--- config.mk ---
export PLATFORM = sky130hd
export DESIGN_NAME = add_arbiter
export DESIGN_NICKNAME = d
export VERILOG_FILES = /design/src/rtl/add_arbiter.sv
export SDC_FILE = /design/constraint.sdc
export NUM_CORES = 1
export LEC_CHECK = 0
export CORE_MARGIN = 1
export CORE_UTILIZATION = 51
export CTS_CLUSTER_SIZE = 12
export DETAILED_ROUTE_END_ITERATION = 8
export DONT_BUFFER_PORTS = 1
export PLACE_DENSITY_LB_ADDON = 0.2
export SETUP_SLACK_MARGIN = 0.05
export SLEW_MARGIN = 10
export SYNTH_ARGS = -nofsm -noshare
export SYNTH_HDL_FRONTEND = slang
export SYNTH_SLANG_ARGS = --single-unit
--- constraint.sdc ---
create_clock -name clk -period 2.64 [get_ports clk]
set_input_delay 0.528 -clock clk [delete_from_list [all_inputs] [get_ports clk]]
set_output_delay 0.528 -clock clk [all_outputs]
set_load 0.01 [all_outputs]
--- src/rtl/add_arbiter.sv ---
// rtl/add_arbiter.sv - round-robin arbiter sharing one adder between requesters

// Unsigned adder with carry out; the arbiter's only arithmetic resource.
module add #(
   parameter int DATA_WIDTH = 4
) (
   input  logic [DATA_WIDTH-1:0] a_i,
   input  logic [DATA_WIDTH-1:0] b_i,
   output logic [DATA_WIDTH:0]   sum_o
);

   assign sum_o = {1'b0, a_i} + {1'b0, b_i};

endmodule

// Grants one requester per cycle in round-robin order starting after the
// last winner, adds its operands and holds the sum in a one-entry output
// stage. A new result can load in the same cycle the old one drains.
module add_arbiter #(
   parameter int DATA_WIDTH = 4,
   parameter int NUM_REQ    = 4,
   localparam int ID_W      = $clog2(NUM_REQ)
) (
   input  logic                          clk,
   input  logic                          rst,
   input  logic [NUM_REQ-1:0]            req_valid,
   output logic [NUM_REQ-1:0]            req_ready,
   input  logic [NUM_REQ*DATA_WIDTH-1:0] req_a,
   input  logic [NUM_REQ*DATA_WIDTH-1:0] req_b,
   output logic                          res_valid,
   input  logic                          res_ready,
   output logic [DATA_WIDTH:0]           res_data,
   output logic [ID_W-1:0]               res_id
);

   typedef enum logic {
      EMPTY = 1'b0,
      FULL  = 1'b1
   } state_t;

   state_t                state_q, state_d;
   logic [DATA_WIDTH:0]   res_data_q, res_data_d;
   logic [ID_W-1:0]       res_id_q, res_id_d;
   logic [ID_W-1:0]       last_grant_q, last_grant_d;

   logic                  can_accept;
   logic                  grant_found;
   logic [ID_W-1:0]       grant_idx;
   logic [ID_W-1:0]       scan_idx;
   logic                  transfer;
   logic [DATA_WIDTH-1:0] op_a, op_b;
   logic [DATA_WIDTH:0]   sum;

   // The output stage can take a new result when empty or draining now.
   assign can_accept = (state_q == EMPTY) || res_ready;

   // No transfer may complete while reset is held.
   assign transfer = grant_found && can_accept && !rst;

   // Round-robin scan: first valid requester after the last winner, with wrap.
   always_comb begin
      grant_found = 1'b0;
      grant_idx   = '0;
      scan_idx    = '0;
      for (int k = 1; k <= NUM_REQ; k++) begin
         scan_idx = ID_W'((int'(last_grant_q) + k) % NUM_REQ);
         if (!grant_found && req_valid[scan_idx]) begin
            grant_found = 1'b1;
            grant_idx   = scan_idx;
         end
      end
   end

   // Ready is one-hot on the winner and only when a transfer really happens.
   always_comb begin
      req_ready = '0;
      for (int i = 0; i < NUM_REQ; i++) begin
         req_ready[i] = transfer && (grant_idx == ID_W'(i));
      end
   end

   // Operand mux into the shared adder; zero when nothing is granted.
   always_comb begin
      op_a = '0;
      op_b = '0;
      for (int i = 0; i < NUM_REQ; i++) begin
         if (transfer && (grant_idx == ID_W'(i))) begin
            op_a = req_a[i*DATA_WIDTH +: DATA_WIDTH];
            op_b = req_b[i*DATA_WIDTH +: DATA_WIDTH];
         end
      end
   end

   add #(
      .DATA_WIDTH(DATA_WIDTH)
   ) u_add (
      .a_i   (op_a),
      .b_i   (op_b),
      .sum_o (sum)
   );

   // Next state: a transfer always reloads (covers drain+accept), otherwise a
   // drain empties the stage; data and id keep their last values when empty.
   always_comb begin
      state_d      = state_q;
      res_data_d   = res_data_q;
      res_id_d     = res_id_q;
      last_grant_d = last_grant_q;
      if (transfer) begin
         state_d      = FULL;
         res_data_d   = sum;
         res_id_d     = grant_idx;
         last_grant_d = grant_idx;
      end else if ((state_q == FULL) && res_ready) begin
         state_d = EMPTY;
      end
   end

   // Output stage and round-robin pointer; reset gives requester 0 priority.
   always_ff @(posedge clk or posedge rst) begin
      if (rst) begin
         state_q      <= EMPTY;
         res_data_q   <= '0;
         res_id_q     <= '0;
         last_grant_q <= ID_W'(NUM_REQ - 1);
      end else begin
         state_q      <= state_d;
         res_data_q   <= res_data_d;
         res_id_q     <= res_id_d;
         last_grant_q <= last_grant_d;
      end
   end

   assign res_valid = (state_q == FULL);
   assign res_data  = res_data_q;
   assign res_id    = res_id_q;

endmodule

==> results of run 1 <==
worst reg2reg max path, stage by stage (launching register included):
cell,delay [ns]
dfstp_2,0.57
mux2i_1,0.23
nor2_2,0.09
nor3_4,0.25
mux2_4,0.32
o211a_1,0.21
ha_2,0.20
fa_2,0.37
a21o_1,0.17
a21oi_2,0.11
o21ai_1,0.06
cells in the mapped netlist (2+ instances only):
master	n	area (µm²)
nor3_1	2	10.0
inv_1	6	22.5
a21oi_1	2	10.0
o22ai_1	5	31.3
and3_2	2	15.0
clkbuf_1	3	11.3
ha_1	4	50.1
o221ai_1	3	26.3
o21ai_0	6	30.0
mux2i_1	11	110
dfstp_2	2	52.6
o211a_1	3	30.0
a21o_1	3	22.5
nor2_1	4	15.0
nand2_1	12	45.0
dfrtp_1	8	200
mux2_2	2	22.5
o21a_1	2	15.0
nand2b_1	2	12.5
nand3b_1	3	22.5
logic make-up after synthesis:
kind of cell | Yosys count | synth area share, %
AOI/OAI and AO/OA | 29 | 23.0
xor gates and xnor gates | 2 | 1.92
adders and majority gates | 5 | 7.67
buffers and inverters | 11 | 5.48
DFF | 10 | 27.7
muxes | 14 | 16.2
and+or+nand+nor | 31 | 18.1
layer usage:
metal / track usage (%) / up-vias / routed length (µm)
met5: 0 / - / 0
met4: 5.45 / 0 / 12
met3: 5.31 / 2 / 106
met2: 39.1 / 31 / 1110
met1: 25.3 / 386 / 882
li1: - / 400 / -
where the power goes:
| part | internal (mW) | leakage [nW] | switching [mW] |
|---|---|---|---|
| registers | 0.198 | 0.121 | 0.0461 |
| logic | 0.183 | 0.427 | 0.162 |
| clock network | 0.0837 | 0.0210 | 0.0524 |
| total | 0.465 | 0.569 | 0.260 |
cell type report:
cell class                      count  area (µm²)  share of cell area [%]
Sequential cell                    10         253                    22.7
Multi-Input combinational cell     81         652                    58.7
Tap cell                           24        30.0                    2.70
Clock buffer                        4        36.3                    3.27
Timing Repair Buffer               14         118                    10.6
Inverter                            6        22.5                    2.03
layout by cell type, fill, tap and decap left out, types with 2 or more instances in the layout:
| cell | count |
|---|---|
| o21ai_1 | 2 |
| ha_1 | 3 |
| nand2_1 | 11 |
| o21ai_0 | 4 |
| buf_4 | 13 |
| mux2i_1 | 11 |
| nand3b_1 | 3 |
| nand2b_1 | 2 |
| o22ai_1 | 5 |
| dfrtp_1 | 8 |
| dfstp_2 | 2 |
| mux2_4 | 2 |
| o221ai_1 | 3 |
| clkbuf_4 | 3 |
| a21o_1 | 3 |
| a21oi_2 | 2 |
| and3_2 | 2 |
| inv_1 | 6 |
| o211a_1 | 3 |
| nor2_1 | 3 |
| o21a_1 | 2 |
| nor3_1 | 2 |
final timing paths:
path / start / to / slack (ns) / depth (start not counted)
hold / removal: rst / res_data[1] / 0.11 / 1
setup / recovery: last_grant_q[1] / res_data[4] / -0.06 / 10
max in group asynchronous: rst / last_grant_q[0] / 2.22 / 1
min in group clk: rst / res_valid / 0.37 / 1
hold reg to reg: res_data[1] / res_data[1] / 0.55 / 2
setup reg to reg: last_grant_q[1] / res_data[4] / -0.06 / 10
what timing repair did:
item,in CTS,in global routing
buffers inserted,1,2
cloned,0,0
endpoints found under the setup margin,3,6
pin swaps,0,3
resized for setup,1,3
flip-flops by register name, indices dropped and copies added, names as in the netlist:
name	count
res_id	2
res_data	5
last_grant_q	2
res_valid	1
stage by stage:
stage | setup WS (ns) | hold WS, ns | util [%] | setup TNS (ns)
CTS | -0.0558 | 0.116 | 67.6 | -0.108
floorplan | -0.0246 | 0.367 | - | -0.0422
finish | -0.0637 | 0.112 | 69.7 | -0.121
global route | -0.196 | 0.127 | 69.7 | -0.610
detailed placement | -0.0530 | 0.405 | 64.6 | -0.106
global placement | 0.00585 | 0.405 | 64.6 | 0
==> metrics.txt, run 1 <==
outcome finished, violations left; failing checks setup timing; antenna violations before repair 0; clk_skew 0.00798 ns; DRT Pass-1 Iters 6; hold_buf cts 0; Critical Path Sink Type flip-flop; total wire length 2110 µm; total power 725 µW; vias per cell 5.89; grt ovf 0; CTS root buf clkbuf_4; full die area 1960 µm²; DRT iter0 DRCs 15; crit share post-route 102%; Initial Util 57.3%; # DRC 0; Most used DFF post-synth dfrtp_1; Layout area overhead 21.6%; RD Place Congestion 0.804; pin count of the biggest net entering global routing 14; nets 160; post-synthesis cell area 913 µm²; Worst path max stage delay 0.57 ns; Final Setup Violations 3; worst-path cell chain mux2i_1 -> nor2_2 -> nor3_4 -> mux2_4 -> o211a_1 -> ha_2 -> fa_2 -> a21o_1 -> a21oi_2 -> o21ai_1; n_diodes 0; Syn Nets 146; unrepaired setup endpoints after global routing yes; fill count 126; final worst slack -0.0637 ns; Cell Count Post-Placement 132; worst-case vdd ir drop 0.000607 V; gr usage total 21.6%; number of global-route vias before repair 757; Pwr per Cell Area 653 nW/µm²; synthesized instance count 102; max cap viols 0; H-tree depth 1; Top-Level Pins 51; CTS Sinks 10; leakage 0.569 nW; chip width 44.3 µm; Crit Path Class reg -> reg; Max clock buf depth 2; Top delay family on crit path adder cells; cell area after layout 1110 µm²; row count 14; Final Hold Violating Endpoints 0; placed inst area 1030 µm²; Max transition margin 74.1%; Buf/Inv on CP 0; CP max FO 4; min Tclk post-route 2.70 ns; f_max 0.370 GHz; layout cells sized above 1 32.2%; Slew Limit Fails 0; vias 819; die outline height 44.3 µm; Post-synth EDFFs 0; number of CTS-inserted buffers 3; Seq cells post-synth 10; Post-DP HPWL 1710 µm; yosys warns 0; library cells used by synthesis 37; Post-DRT Antenna Nets 0; clock transition at the registers of the reported paths 0.07 ns; insertion delay to the later sink of the worst-skew pair 0.27 ns; final non-filler cell total 139; Worst Path Arrival 2.85 ns; wire per inst 15.2 µm; first-pass GRT wire length 3100 µm; crit path max-delay cell type dfstp_2; Worst setup SP type flip-flop; CTS tree done; CORE AREA 1590 µm²; Avg Inst Size Synth 8.95 µm²; share of synthesized flip-flops with an asynchronous set or reset 100%; Worst Tran Pin Value 0.386 ns; Required @ worst endpoint 2.78 ns; hold crit path type in -> async; Seq/Total Area, Yosys 27.7%; port bufs 0
Power figures use the tool's default switching activity.
==> run 2: changes to the inputs <==
- SETUP_SLACK_MARGIN: 0.05 -> default
- SYNTH_HIERARCHICAL: default -> 1
==> run 2 against run 1 <==
  * The run still ends with setup timing left
  * Wire length down 0.76%
  * Clock power grew 4%
  * Combinational power barely moved
  * Critical endpoint is now res_data[2]
  * Power rose by 4.1%
  * Via count down 11%
  * First-iteration DRC count is 40% lower
  * Global-route usage grew 0.88 points
  * Non-clock buffer count increased by 2
==> metrics.txt, run 2 <==
ranking of synthesized cells by area dfrtp_1 (22%), mux2i_1 (17%), mux2_2 (6.1%), dfstp_2 (5.7%), ha_1 (5.4%); antenna violations before repair 0; Post-DRT Antenna Nets 0; DRT iter0 DRCs 9; synthesized instance count 92; clk_skew 0.000761 ns; uppermost layer routed met4; Max clock buf depth 2; Worst Reg2Reg Path Length in Cells 9; Avg Inst Size Synth 10.0 µm²; DRT Pass-1 Iters 2; Max transition margin 75.7%; # DRC 0; unrepaired setup endpoints after global routing yes; net load switching power 273 µW; most frequent cells in the layout mux2i_1 (16), buf_4 (15), dfrtp_1 (8); crit path max-delay cell type dfstp_2; insertion delay to the later sink of the worst-skew pair 0.27 ns; leakage 0.524 nW; Post-synth EDFFs 0; library cells used by synthesis 33; clock transition at the registers of the reported paths 0.07 ns; first-pass GRT wire length 3150 µm; pin count of the biggest net entering global routing 14; CORE AREA 1710 µm²; layout cells sized above 1 37.0%; Crit Path Class reg -> reg; hold crit path type in -> async; H-tree depth 1; crit share post-route 100%; Worst setup SP type flip-flop; wire per inst 15.8 µm; total wire length 2100 µm; outcome finished, violations left; Cell Count Post-Placement 129; top-area cell type share of the netlist area 21.7%; Critical Path Sink Type flip-flop; final non-filler cell total 133; nets 153; n_diodes 0; combinational power share 46.1%; WHS 0.110 ns; power share of the sequential group 35.0%; post-synthesis cell area 923 µm²; worst-path cell chain or2b_1 -> a21oi_2 -> or4b_4 -> o22ai_2 -> ha_2 -> inv_2 -> fa_1 -> xnor2_1 -> mux2_2; Seq cells post-synth 10; Clock power frac 18.8%; switching share of power 36.2%; final core occ 65.3%; top-count cell post-synth mux2i_1; gr usage total 22.4%; f_max 0.378 GHz; Final Setup Violations 1; total power 755 µW; Most used DFF post-synth dfrtp_1; Met1 Routed Length 867 µm; CTS root buf clkbuf_4; Pwr per Cell Area 677 nW/µm²; vias per cell 5.50; post-synth top area cell dfrtp_1; min Tclk post-route 2.65 ns; row count 15; full die area 1980 µm²; final worst slack -0.00869 ns; die outline height 44.6 µm; grt ovf 0; leading cell type in the layout, fill and taps excluded mux2i_1; Final Hold Violating Endpoints 0; worst-case vdd ir drop 0.000496 V; CTS Sinks 10; Seq/Total Area, Yosys 27.4%; share of synthesized flip-flops with an asynchronous set or reset 100%; met3 wire length 136 µm; RD Place Congestion 0.808; Syn Nets 136; Internal Pwr Total 482 µW; Post-DP HPWL 1700 µm; Slew Limit Fails 0; final setup TNS -0.00869 ns; Worst path max stage delay 0.58 ns; CP max FO 6; Initial Util 54.1%; Largest register FFs 5; Post-synth top cells mux2i_1 (16), dfrtp_1 (8), inv_1 (8), o22ai_1 (7), nor2_1 (6); Top-Level Pins 51; number of global-route vias before repair 696; chip width 44.6 µm; Required @ worst endpoint 2.80 ns; port bufs 0; CTS tree done; Worst Tran Pin Value 0.364 ns; hold_buf cts 0; max cap viols 0; Layout area overhead 20.7%; vias 732; Worst Path Arrival 2.81 ns; failing checks setup timing; number of CTS-inserted buffers 3; WL met2 1070 µm; yosys warns 6
## run 2: worst paths after layout
kind	slack, ns	to	startpoint
min in group clk	0.35	res_valid	rst
setup reg to reg	-0.009	res_data[2]	last_grant_q[0]
hold reg to reg	0.58	res_id[0]	res_id[0]
setup / recovery	-0.009	res_data[2]	last_grant_q[0]
hold / removal	0.11	res_id[1]	rst
max in group asynchronous	2.23	last_grant_q[0]	rst
## run 2: power groups by stage
stage | logic [mW] | registers, mW | clock network [mW]
2_1_floorplan | 0.259 | 0.254 | 0
3_3_place_gp | 0.330 | 0.265 | 0
3_5_place_dp | 0.341 | 0.266 | 0
4_1_cts | 0.348 | 0.263 | 0.144
5_1_grt | 0.377 | 0.272 | 0.150
6_report | 0.348 | 0.265 | 0.142
## run 2: critical path: cells and delay by family, from the launching register on
kind            cells  cell delay (ns)
simple gates        2             0.71
fa+ha+maj           2             0.60
flops               1             0.58
mux                 1             0.26
compound gates      2             0.22
xor+xnor            1             0.14
buf+inv             1             0.04
## run 2: metal layers
metal | vias up | GRT usage (%)
met3 | 4 | 4.49
met2 | 26 | 37.4
met5 | - | 0
li1 | 363 | -
met4 | 0 | 9.09
met1 | 339 | 28.4
## run 2: final cells by class
class / instances / area (µm²)
multi-input combinational: 70 / 632
fill: 149 / 593
sequential: 10 / 253
timing repair buffer: 16 / 133
clock buffer: 4 / 36.3
tap: 25 / 31.3
inverter: 8 / 30.0
## run 2: metrics by stage
stage | cell area, µm² | setup slack [ns]
4_1_cts | 1110 | -0.00374
3_3_place_gp | 1060 | -0.126
2_1_floorplan | 936 | -0.0195
3_5_place_dp | 1060 | -0.176
5_1_grt | 1110 | -0.100
6_report | 1110 | -0.00869
## run 2: cell families (layout without fill, tap and decap cells)
| logic type | Yosys count | in the layout | synth area share (%) |
|---|---|---|---|
| buf+inv | 12 | 28 | 7.72 |
| simple gates | 21 | 21 | 13.7 |
| xor+xnor | 2 | 2 | 1.90 |
| flops | 10 | 10 | 27.4 |
| mux | 21 | 21 | 23.4 |
| fa+ha+maj | 5 | 5 | 7.59 |
| compound gates | 21 | 21 | 18.3 |
## run 2: repair_timing
item	CTS	global route
gates resized for setup	2	2
endpoints found under the setup margin	4	4
setup buffers	0	0
==> run 3: changes to the inputs <==
- ABC_CLOCK_PERIOD_IN_PS: default -> 2640
- BUFFER_PORTS_ARGS: default -> -buffer_cell sky130_fd_sc_hd__buf_4
- CORE_UTILIZATION: 51 -> 39
- DONT_BUFFER_PORTS: 1 -> default
==> run 3 against run 2 <==
  * Power grew 38%
  * Final cell count grew 47%
  * The flow still finishes with violations (setup timing)
  * Register-to-register slack got worse by 0.14 ns
  * Fmax fell by 5.1%
  * Clock power fell by 9%
  * Worst setup slack lost 0.14 ns
  * Non-clock buffer count rose by 59
  * Clock skew hardly changed
  * Hold slack improved by 0.28 ns
  * Critical path depth increased by 3
  * Flip-flop and latch count is the same
  * Utilization up 13 points
==> metrics.txt, run 3 (synthesis gave the netlist of run 2 again) <==
f_max 0.358 GHz; Post-DRT Antenna Nets 0; total wire length 3060 µm; Initial Util 41.7%; n_diodes 0; uppermost layer routed met4; unrepaired setup endpoints after global routing yes; Max transition margin 71.2%; total power 1.04 mW; Top-Level Pins 51; antenna violations before repair 0; H-tree depth 1; outcome finished, violations left; Worst Path Arrival 2.93 ns; CTS Sinks 10; vias per cell 5.21; min Tclk post-route 2.79 ns; full die area 2570 µm²; Worst Tran Pin Value 0.428 ns; final non-filler cell total 196; met3 wire length 138 µm; insertion delay to the later sink of the worst-skew pair 0.25 ns; post-place setup slack -0.376 ns; failing checks setup timing; DRT iter0 DRCs 13; crit share post-route 106%; Post-DP HPWL 1980 µm; final core occ 78.2%; Final Setup Violations 3; Crit Path Class reg -> reg; row count 17; hold_buf cts 0; Critical Path Sink Type flip-flop; DRT Pass-1 Iters 5; Max clock buf depth 2; Layout area overhead 87.3%; grt ovf 0; Worst setup SP type flip-flop; leakage 0.847 nW; CTS root buf clkbuf_4; most frequent cells in the layout buf_4 (69), mux2i_1 (11), dfrtp_1 (8); RD Place Congestion 0.853; vias 1021; number of global-route vias before repair 1057; gr usage total 22.6%; number of CTS-inserted buffers 3; worst-case vdd ir drop 0.000487 V; layout cells sized above 1 65.5%; clk_skew 0.00114 ns; wire per inst 15.6 µm; clock transition at the registers of the reported paths 0.06 ns; pin count of the biggest net entering global routing 15; chip width 50.7 µm; Met1 Routed Length 1210 µm; Required @ worst endpoint 2.78 ns; # DRC 0; Cell Count Post-Placement 178; Final Hold Violating Endpoints 0; Slew Limit Fails 0; hold crit path type in -> async; max cap viols 0; fill count 164; die outline height 50.7 µm; port bufs 50; cell area after layout 1730 µm²; nets 213; placed inst area 1410 µm²; first-pass GRT wire length 4360 µm; Pwr per Cell Area 603 nW/µm²; CTS tree done; CP max FO 7; leading cell type in the layout, fill and taps excluded buf_4; final worst slack -0.150 ns; WL met2 1620 µm; Largest register FFs 5; CORE AREA 2210 µm²
run 3: worst paths after layout:
| check | start | to | slack [ns] | cells after the start |
|---|---|---|---|---|
| max reg2reg | last_grant_q[0] | res_data[3] | -0.15 | 12 |
| min | rst | res_id[0] | 0.40 | 3 |
| min reg2reg | res_id[0] | res_id[0] | 0.50 | 1 |
| max in group asynchronous | rst | last_grant_q[0] | 1.94 | 3 |
| min in group clk | res_id[0] | res_id[0] | 0.50 | 1 |
| max | last_grant_q[0] | res_data[3] | -0.15 | 12 |
run 3: power by group:
group          switching, mW  internal, mW  leakage (nW)
Sequential            0.0360         0.207         0.120
Clock                 0.0460        0.0834        0.0210
Combinational          0.266         0.404         0.706
Total                  0.348         0.694         0.847
run 3: through the flow:
| step | hold WS, ns | setup TNS, ns |
|---|---|---|
| after floorplan | 0.367 | -0.0195 |
| after global placement | 0.494 | -0.837 |
| after detailed placement | 0.484 | -1.26 |
| after CTS | 0.396 | -0.0564 |
| after global routing | 0.420 | -0.695 |
| final | 0.395 | -0.321 |
run 3: timing repair:
action | CTS | global route
gates resized for setup | 15 | 12
buffers inserted | 5 | 7
cloned | 1 | 1
endpoints found under the hold margin | 0 | 0
endpoints found under the setup margin | 4 | 4
pin swaps | 3 | 12
run 3: critical path, stage by stage (launching register included):
cell and delay (ns):
dfstp_2 0.55, buf_6 0.11, nor3b_4 0.04, a311oi_4 0.34, buf_12 0.19, buf_12 0.12, mux2i_1 0.24, o22ai_2 0.13
ha_1 0.30, a21o_1 0.18, a21oi_2 0.12, xnor2_1 0.09, mux2_4 0.26
run 3: area by class of cell:
class / count / area [µm²] / area share, %
sequential: 10 / 253 / 14.6
timing repair buffer: 75 / 626 / 36.2
multi-input combinational: 71 / 749 / 43.3
tap: 28 / 35.0 / 2.03
inverter: 8 / 30.0 / 1.74
clock buffer: 4 / 36.3 / 2.10
run 3: layer usage:
metal	vias to the layer above	GRT usage [%]
li1	487	-
met1	480	25.3
met3	10	3.33
met4	0	12.5
met2	44	40.4
met5	-	0
